`config.mk`:
```
export PLATFORM = sky130hd
export DESIGN_NAME = inputc_req
export DESIGN_NICKNAME = d
export VERILOG_FILES = /design/src/rtl/inputc_req_pkg.sv /design/src/rtl/inputc_req_flit_fifo.sv /design/src/rtl/inputc_req.sv
export SDC_FILE = /design/constraint.sdc
export NUM_CORES = 1
export LEC_CHECK = 0
export BUFFER_PORTS_ARGS = -buffer_cell sky130_fd_sc_hd__buf_2
export CAP_MARGIN = 25
export CORE_UTILIZATION = 25
export CTS_CLUSTER_SIZE = 10
export DETAILED_ROUTE_END_ITERATION = 16
export GPL_ROUTABILITY_DRIVEN = 0
export PLACE_DENSITY = 0.39
export SLEW_MARGIN = 20
export SYNTH_ARGS = -nofsm -noshare
export SYNTH_HDL_FRONTEND = slang
export SYNTH_SLANG_ARGS = --single-unit
export TNS_END_PERCENT = 10
```
`constraint.sdc`:
```
create_clock -name clk -period 3.1 [get_ports clk]
set_input_delay 0.465 -clock clk [delete_from_list [all_inputs] [get_ports clk]]
set_output_delay 0.465 -clock clk [all_outputs]
set_load 0.01 [all_outputs]
```
`src/rtl/inputc_req_pkg.sv`:
```
// Shared constants and types for the router input-channel controller.
// Flit type lives in the top two bits: bit 0 of the type marks a head, bit 1 marks a tail.
package inputc_req_pkg;

    localparam int unsigned PORT    = 5;
    localparam int unsigned PORTW   = 2;
    localparam int unsigned PORT_P1 = PORT + 1;

    localparam logic [1:0] FT_BODY = 2'b00;
    localparam logic [1:0] FT_HEAD = 2'b01;
    localparam logic [1:0] FT_TAIL = 2'b10;
    localparam logic [1:0] FT_HT   = 2'b11;

    typedef enum logic [2:0] {
        StIdle,
        StReq,
        StSettle,
        StActive,
        StDrop
    } state_e;

    function automatic logic is_head(input logic [1:0] ft);
        return ft[0];
    endfunction

    function automatic logic is_tail(input logic [1:0] ft);
        return ft[1];
    endfunction

endpackage

```
`src/rtl/inputc_req_flit_fifo.sv`:
```
// Synchronous flit FIFO; the front entry is visible combinationally, with no
// write-to-read bypass, so a flit pushed into an empty FIFO appears one cycle later.
module inputc_req_flit_fifo #(
    parameter int unsigned WIDTH = 34,
    parameter int unsigned DEPTH = 4
) (
    input  logic             clk,
    input  logic             rst,
    input  logic             push,
    input  logic [WIDTH-1:0] wdata,
    input  logic             pop,
    output logic [WIDTH-1:0] front,
    output logic             full,
    output logic             empty
);

    localparam int unsigned AW = $clog2(DEPTH);

    logic [WIDTH-1:0] mem_q [DEPTH];
    logic [AW-1:0]    wr_ptr_q, rd_ptr_q;
    logic [AW:0]      count_q;
    logic             do_push, do_pop;

    assign full    = (count_q == (AW+1)'(DEPTH));
    assign empty   = (count_q == '0);
    assign front   = mem_q[rd_ptr_q];
    assign do_push = push & ~full;
    assign do_pop  = pop & ~empty;

    always_ff @(posedge clk) begin
        if (rst) begin
            wr_ptr_q <= '0;
            rd_ptr_q <= '0;
            count_q  <= '0;
        end else begin
            if (do_push) wr_ptr_q <= wr_ptr_q + 1'b1;
            if (do_pop)  rd_ptr_q <= rd_ptr_q + 1'b1;
            case ({do_push, do_pop})
                2'b10:   count_q <= count_q + 1'b1;
                2'b01:   count_q <= count_q - 1'b1;
                default: count_q <= count_q;
            endcase
        end
    end

    always_ff @(posedge clk) begin
        if (do_push) mem_q[wr_ptr_q] <= wdata;
    end

endmodule

```
`src/rtl/inputc_req.sv`:
```
// Router input-channel controller: buffers flits, requests the output named by the
// head flit, waits for that output's grant, then streams the packet up to its tail.
module inputc_req
    import inputc_req_pkg::*;
#(
    parameter int unsigned PORTID = 0,
    parameter int unsigned DATAW  = 32,
    parameter int unsigned DEPTH  = 4
) (
    input  logic             clk,
    input  logic             rst,
    input  logic [DATAW+1:0] in_data,
    input  logic             in_valid,
    output logic             in_ready,
    output logic [PORTW:0]   port,
    output logic             req,
    input  logic [PORT:0]    grt,
    output logic [DATAW+1:0] out_data,
    output logic             out_valid,
    input  logic             out_ready,
    output logic             err
);

    state_e           state_q, state_d;
    logic [PORTW:0]   port_q, port_d;
    logic             first_q, first_d;
    logic             err_q, err_d;
    logic             push, pop, full, empty;
    logic [DATAW+1:0] front;
    logic [1:0]       ft;
    logic             unused_portid;

    assign unused_portid = ^3'(PORTID);

    inputc_req_flit_fifo #(
        .WIDTH (DATAW + 2),
        .DEPTH (DEPTH)
    ) u_fifo (
        .clk   (clk),
        .rst   (rst),
        .push  (push),
        .wdata (in_data),
        .pop   (pop),
        .front (front),
        .full  (full),
        .empty (empty)
    );

    assign in_ready = ~full;
    assign push     = in_valid & ~full;
    assign ft       = front[DATAW+1:DATAW];
    assign port     = port_q;
    assign err      = err_q;

    always_comb begin
        state_d   = state_q;
        port_d    = port_q;
        first_d   = first_q;
        err_d     = 1'b0;
        pop       = 1'b0;
        req       = 1'b0;
        out_valid = 1'b0;
        out_data  = front;
        unique case (state_q)
            StIdle: begin
                if (!empty) begin
                    if (is_head(ft)) begin
                        port_d = front[PORTW:0];
                        if (front[PORTW:0] > (PORTW+1)'(PORT)) begin
                            state_d = StDrop;
                            err_d   = 1'b1;
                        end else begin
                            state_d = StReq;
                        end
                    end else begin
                        pop   = 1'b1;
                        err_d = 1'b1;
                    end
                end
            end
            StReq: begin
                req = 1'b1;
                if (grt[port_q]) state_d = StSettle;
            end
            StSettle: begin
                // Mux select is registered off the grant, so wait one cycle before sending.
                req     = 1'b1;
                first_d = 1'b1;
                state_d = StActive;
            end
            StActive: begin
                req       = 1'b1;
                out_valid = ~empty;
                // Only the packet's own head may leave as a head; strays are demoted.
                if (!first_q && is_head(ft)) out_data[DATAW] = 1'b0;
                if (out_valid && out_ready) begin
                    pop     = 1'b1;
                    first_d = 1'b0;
                    if (!first_q && is_head(ft)) err_d = 1'b1;
                    if (is_tail(ft)) state_d = StIdle;
                end
            end
            StDrop: begin
                if (!empty) begin
                    pop = 1'b1;
                    if (is_tail(ft)) state_d = StIdle;
                end
            end
            default: state_d = StIdle;
        endcase
    end

    always_ff @(posedge clk) begin
        if (rst) begin
            state_q <= StIdle;
            port_q  <= '0;
            first_q <= 1'b0;
            err_q   <= 1'b0;
        end else begin
            state_q <= state_d;
            port_q  <= port_d;
            first_q <= first_d;
            err_q   <= err_d;
        end
    end

endmodule
```
After elaboration in Yosys (flattened, before gate mapping):

Memory sizes are Yosys's and may differ from the RTL's. A register that Yosys moved wholly into a read port is not among the register bits.
Index checks and enable logic that the tools add are counted.

* register bits after elaboration: 15
* memory bits (writable): 136
* input port bits: 44
* output and inout bits: 41
* word-level logic and storage cells: 74
* memories kept: 1

* $add $sub $neg: 4
* magnitude comparators: 2
* equality and inequality tests: 12
* mux-type cells: 32
* bitwise operators: 5
* reductions and logical operators: 11

Memory list
* u_fifo.mem_q: depth 4, bits a word 34, rd ports 1, clocked after Yosys merged registers in 1, wr ports 1, line inputc_req_flit_fifo.sv:19 `logic [WIDTH-1:0] mem_q [DEPTH];`

Operators with widths (number)
* $mux 3: 7
* $mux 1: 17
* $pmux 3 s5: 1
* $ne 2x2->1 const B: 5
* $eq 3x2->1 const B: 2
* $eq 3x3->1 const B: 2
* $logic_not 3->1: 2
* $pmux 3 s2: 1
* $reduce_and 5->1: 1
* $add 2x1->2 const B: 2
* $lt 3x4->1 const B: 1
* $mux 2: 2
* $pmux 1 s2: 2
* $reduce_bool 2->1: 2
* $add 3x1->3 const B: 1
* $and 1x1->1: 3
* $bmux 1 s3: 1
* $eq 3x1->1 const B: 1
* $gt 3x3->1 const B: 1
* $pmux 1 s3: 1
* $reduce_and 3->1: 1
* $reduce_or 3->1: 1
* $sub 3x1->3 const B: 1
* $eq 2x1->1 const B: 1
* 5 further kinds: 7

Longest topological paths before layout:

Gate-level depths: netlist of run 1.

* word-level depth: 8
* depth in mapped cells: 10
* depth with buffers taken out: 9

Hierarchy:

A second synthesis of run 1 with hierarchy kept.

* cells, all modules: 300
* area, all modules: 5985.7 sq um

Modules (own cells, without submodules)
* inputc_req_flit_fifo: instances 1, cells an instance 232, area each 5442.7 sq um, sequential area each 4264.1 sq um
* inputc_req: instances 1, cells an instance 68, area each 543.0 sq um, sequential area each 160.2 sq um

Least setup slack after synthesis of run 1:

No wires, ideal clock.

* path kind: register to register
* from: register (tool-made name)
* to: register u_fifo.count_q[2]
* arrival time: 2.502 ns
* slack: 0.528 ns
* cell stages (with the launch flop): 11
* buffers on the path: 1
* period minus slack after synthesis: 2.572 ns
* cell sequence: dfxtp_1 buf_6 mux4_2 a21o_1 a21oi_1 ha_1 inv_1 fa_1 xor2_1 or3_1 a21oi_1

RTL lines
* end signal, assigned: line inputc_req_flit_fifo.sv:39 `2'b10: count_q <= count_q + 1'b1;`
* end signal, assigned: line inputc_req_flit_fifo.sv:40 `2'b01: count_q <= count_q - 1'b1;`
* end signal, assigned: line inputc_req_flit_fifo.sv:41 `default: count_q <= count_q;`
* end, declared: line inputc_req_flit_fifo.sv:21 `logic [AW:0] count_q;`

==> flow_summary.ini, run 1 <==
[timing]
hold_viol_final = 0
max_freq_ghz = 0.3733
period_needed_ns = 2.679
tns_ns = 0
fin_skew_ns = 0.009564
slew_headroom_pct = 49.95
slew_viol_final = 0
grt_setup_unrepaired = false
setup_viol_count_final = 0
period_share_pct = 86.42
worstMarginPinSlew_ns = 0.7508
whs_ns = 0.2543

[critical_path]
crit_required_ns = 2.63
path_cells = buf_4 > mux4_2 > buf_2
cp_top_family = buffers and inverters
cp_slowest_cell = mux4_2
cp_max_fo = 33
cp.arrival_ns = 2.21
critPathMaxStageDelay_ns = 0.67
cp-end-kind = output port
path_buf_inv = 2
crit_type = flop to output port
start_kind = flop

[die]
die-area_um2 = 24290
initial_core_util_pct = 25.83
die_w_um = 155.9
core_area_um2 = 22920
rows = 55
die_h_um = 155.9
io_pins = 85

[job]
maxCapViolCount = 0

[clock_tree]
htreeDepth = 4
cts_root_buffer = clkbuf_16
cts_setup_buffers = 0
clock_latency_ns = 0.42
numCtsBuffers = 17
cts_sinks = 153
cts.clk_slew.worst_paths_ns = 0.06
tritoncts = done
cts_buffer_depth = 2
cts_resized = 0
hold_buffers = 0

[drt]
via_count = 3097
drt-vias-per-instance = 4.266
wl_um = 12520
final_antenna_net_count = 0
firstDrtPassIters = 6
drc = 0
avgRoutedWirePerCell_um = 17.25
initialDrtViolationCount = 127

[placed_design]
place_inst = 693
portBuffers = 84
place_area_um2 = 6775
hpwl_um = 7625

[grt]
globalRouteMet3Util_pct = 4.694
grt_pass1_wl_um = 19220
grtUsageTotal_pct = 11.09
antenna_found_initial = 3
grt_use_met2_pct = 17.07
grt_use_met1_pct = 13.79
grt-ovfl-total = 0
grt_max_degree = 34
grt_pass1_vias = 3351
gr-max-usage-layer = met2

[cells_and_area]
layout-drive-gt1-share_pct = 39.56
nets = 449
area_growth_syn_to_layout_pct = 24.04
finalInstanceArea_um2 = 7341
fill_cells = 2270
stdcell_count = 726
seqCellArea_um2 = 4427
multi_input_area_um2 = 1400

[yosys]
synth_cell_type_count = 42
ys_ff_latch = 153
avgSynthCellArea_um2 = 19.53
netlist_instances = 303
yosysSeqAreaShare_pct = 74.76
synth_fp_nets = 353
ys_warn_count = 0
syn_area_um2 = 5918

[power]
power.density_nw_per_um2 = 863.5
p_sw_uw = 1913
pwr-share-clk_pct = 31.5
p_int_uw = 4426
peakVddDrop_v = 0.0003281
p_comb_share_pct = 26.8
seqPwrFrac_pct = 41.7
power.leakage_uw = 0.002527
power.share.switching_pct = 30.18

[outcome]
status = completed

[worst_hold_path]
hold_path_class = primary input to flop
final timing paths:
kind | depth (start not counted) | from | slack, ns | endpoint
setup / recovery | 3 | flop | 0.42 | out_data[1]
hold / removal | 1 | in_data[6] | 0.25 | u_fifo.mem_q[1][6]
setup reg to reg | 9 | u_fifo.mem_q[3][32] | 0.46 | u_fifo.count_q[2]
hold reg to reg | 2 | first_q | 0.50 | first_q
Yosys cell counts:
library cell    n  area, um^2
nor3b_1         2       15.01
nand3_1         3       15.01
or3_1           2       12.51
nand4b_1        1       8.760
o41ai_1         2       17.52
o21ai_0         1       5.000
a31o_2          1       8.760
and2_1          2       12.51
buf_1           2       7.510
a21o_1          2       15.01
o21ai_1         1       5.000
or2_2           1       6.260
nand2b_1        1       6.260
edfxtp_1      136        4084
mux4_2         34       765.7
a41o_1          1       10.01
dfxtp_1        17       340.3
buf_2           4       20.02
nor2_1         15       56.30
xor2_1          2       17.52
a41oi_1         1       8.760
fa_1            1       20.02
and3_1          5       31.28
inv_1           9       33.78
or3b_1          1       8.760
buf_6           1       11.26
a31oi_1         1       6.260
clkbuf_1        7       26.28
ha_1            5       62.56
nand2_1         7       26.28
a21oi_1         9       45.04
a211oi_2        1       12.51
mux2i_1         6       60.06
xnor2_1         2       17.52
mux2_1          1       11.26
nor2b_1         3       18.77
or4_1           2       15.01
nand4_1         5       31.28
o21a_1          1       7.510
nand3b_1        1       7.510
nor3_1          2       10.01
a211o_1         2       17.52
routing by layer:
layer	part of all wire, %	routed length, um
met4	0.54	68
met5	0.22	27
met2	48	5953
met3	6.4	806
met1	45	5667
metrics by stage:
step	utilization, %	power (uW)	setup WS (ns)
after floorplan	-	3809	0.5275
after global routing	32.02	6690	0.2416
after detailed placement	29.57	4446	0.4641
after global placement	29.57	4426	0.5350
final	32.03	6339	0.4211
after CTS	32.02	6464	0.3117
final cells by class:
cell class	count	area share, %
clock buffers	18	5.846
multi-input cells	127	19.07
well taps	313	5.335
inverters	9	0.4602
diodes	1	0.03409
flip-flops and latches	153	60.30
repair buffers	91	7.125
clock inverters	14	1.824
state kept, by name, indices dropped and copies added, names as in the netlist, named ones only:
signal / flops
err: 1
state_q: 3
first_q: 1
u_fifo.count_q: 3
port: 3
u_fifo.wr_ptr_q: 2
u_fifo.mem_q: 136
u_fifo.rd_ptr_q: 2
cell usage in the layout, fill, tap and decap left out, types with 4 or more instances in the layout:
| master | synthesis | final |
|---|---|---|
| a21oi_1 | 9 | 9 |
| and3_2 | 0 | 4 |
| buf_12 | 0 | 4 |
| buf_2 | 4 | 84 |
| clkbuf_16 | 0 | 17 |
| dfxtp_1 | 17 | 15 |
| edfxtp_1 | 136 | 136 |
| ha_1 | 5 | 5 |
| inv_1 | 9 | 9 |
| inv_6 | 0 | 7 |
| mux2i_1 | 6 | 6 |
| mux4_2 | 34 | 34 |
| nand2_1 | 7 | 7 |
| nand4_1 | 5 | 5 |
| nor2_1 | 15 | 15 |
kinds of logic after synthesis:
family	Yosys count	synth area share, %
DFF	153	74.76
buffers and inverters	23	1.670
xor gates and xnor gates	4	0.5921
and+or+nand+nor	53	4.757
muxes	41	14.14
adders and majority gates	6	1.395
AOI/OAI and AO/OA	23	2.685
power groups by stage:
stage               Combinational, uW  Sequential (uW)  Clock (uW)
finish                           1700             2640        2000
global route                     1890             2670        2130
CTS                              1760             2650        2050
detailed placement               1750             2690           0
global placement                 1750             2680           0
floorplan                        1170             2640           0
No activity file was read; power rests on OpenSTA's default activity.
==> run 2, diff against run 1 <==
Settings changed: CORE_MARGIN from default to 2, MAX_ROUTING_LAYER from default to met4.
==> run 2 against run 1 <==
Net effect:
- sequential power about the same
- highest routed layer is now met4
- sequential share of layout area down 0.33 points
- largest cell class unchanged
- global-route usage about the same
==> flow_summary.ini, run 2 (synthesized netlist as in run 1, its figures left out) <==
[drt]
avgRoutedWirePerCell_um = 17.14
drc = 0
initialDrtViolationCount = 202
firstDrtPassIters = 4
via_count = 3092
wl_um = 12570
drt-vias-per-instance = 4.218
final_antenna_net_count = 0

[die]
die-area_um2 = 24920
die_h_um = 157.9
die_w_um = 157.9
initial_core_util_pct = 25.36
core_area_um2 = 23330
rows = 56
io_pins = 85

[clock_tree]
cts_root_buffer = clkbuf_16
cts_setup_buffers = 0
hold_buffers = 0
cts_resized = 0
numCtsBuffers = 17
cts_sinks = 153
htreeDepth = 4
cts_buffer_depth = 2
clock_latency_ns = 0.42
cts.clk_slew.worst_paths_ns = 0.07
tritoncts = done

[cells_and_area]
largest_reg_flops = 136
max_flop_register = u_fifo.mem_q
final_cell_mix = edfxtp_1 (136), buf_2 (84), mux4_2 (34)
layout-drive-gt1-share_pct = 39.81
fill_cells = 2314
finalInstanceArea_um2 = 7381
seqCellArea_um2 = 4427
multi_input_area_um2 = 1400
nets = 449
final_common_cell = edfxtp_1
area_growth_syn_to_layout_pct = 24.71

[worst_hold_path]
hold_path_class = primary input to flop

[timing]
hold_viol_final = 0
worstMarginPinSlew_ns = 0.7651
period_share_pct = 86.62
fin_skew_ns = 0.009053
setup_viol_count_final = 0
grt_setup_unrepaired = false
slew_headroom_pct = 48.99
postLayoutSetupSlackWorst_ns = 0.4148
max_freq_ghz = 0.3724
period_needed_ns = 2.685
tns_ns = 0
slew_viol_final = 0

[placed_design]
hpwl_um = 7518
preCtsSetupSlack_ns = 0.5187
portBuffers = 84
place_area_um2 = 6783

[critical_path]
start_kind = flop
cp-end-kind = output port
cp_max_fo = 33
cp.arrival_ns = 2.22
crit_type = flop to output port
crit_required_ns = 2.63

[grt]
grt_pass1_wl_um = 19340
antenna_found_initial = 2
grt_pass1_vias = 3338
grt-ovfl-total = 0
grt_max_degree = 34
grtUsageTotal_pct = 11.11

[job]
maxCapViolCount = 0

[power]
power.density_nw_per_um2 = 870.6
peakVddDrop_v = 0.0003425
power.leakage_uw = 0.002541

[outcome]
status = completed
-- run 2: cell types whose count changed in the layout (fill, tap and decap cells not counted), sizes merged --
| cell | before | now |
|---|---|---|
| inv | 18 | 15 |
| clkinv | 3 | 5 |
| bufinv | 1 | 2 |
| diode | 1 | 2 |
-- run 2: metrics by stage --
step | power, uW | instances | hold WS (ns) | util [%]
4_1_cts | 6563 | 731 | 0.2259 | 31.61
2_1_floorplan | 3809 | 303 | 0.4551 | -
6_report | 6426 | 733 | 0.2530 | 31.63
3_3_place_gp | 4431 | 699 | 0.4894 | 29.07
3_5_place_dp | 4441 | 699 | 0.4941 | 29.07
5_1_grt | 6805 | 733 | 0.2334 | 31.63
-- run 2: area by class of cell --
type	count	share of cell area (%)
Sequential cell	153	59.98
Multi-Input combinational cell	127	18.97
Timing Repair Buffer	91	7.086
Clock buffer	18	5.815
Tap cell	319	5.408
Clock inverter	14	2.221
Inverter	9	0.4577
Antenna cell	2	0.06781
-- run 2: where the power goes --
part | total, uW | switching [uW] | internal (uW)
Clock | 2080 | 874 | 1210
Sequential | 2650 | 123 | 2520
Combinational | 1700 | 919 | 777
-- run 2: final timing paths --
path	endpoint	depth (start not counted)	slack, ns	start
worst min-delay path	u_fifo.mem_q[2][28]	1	0.25	in_data[28]
worst min register to register	first_q	2	0.51	first_q
worst max register to register	u_fifo.count_q[2]	9	0.51	u_fifo.mem_q[3][32]
worst max-delay path	out_data[1]	3	0.41	flop
-- run 2: metal layers --
metal  share of wire, %  vias up  global-route usage (%)
met4               0.81        0                   3.377
met5                  0        -                       -
met1                 44     1569                   13.28
met3                6.4       15                   4.380
li1                   -     1427                       -
met2                 49       81                   17.37
-- run 2: critical path, stage by stage, from the launching register on --
cell	delay, ns
dfxtp_2	0.34
buf_4	0.61
mux4_2	0.66
buf_2	0.18
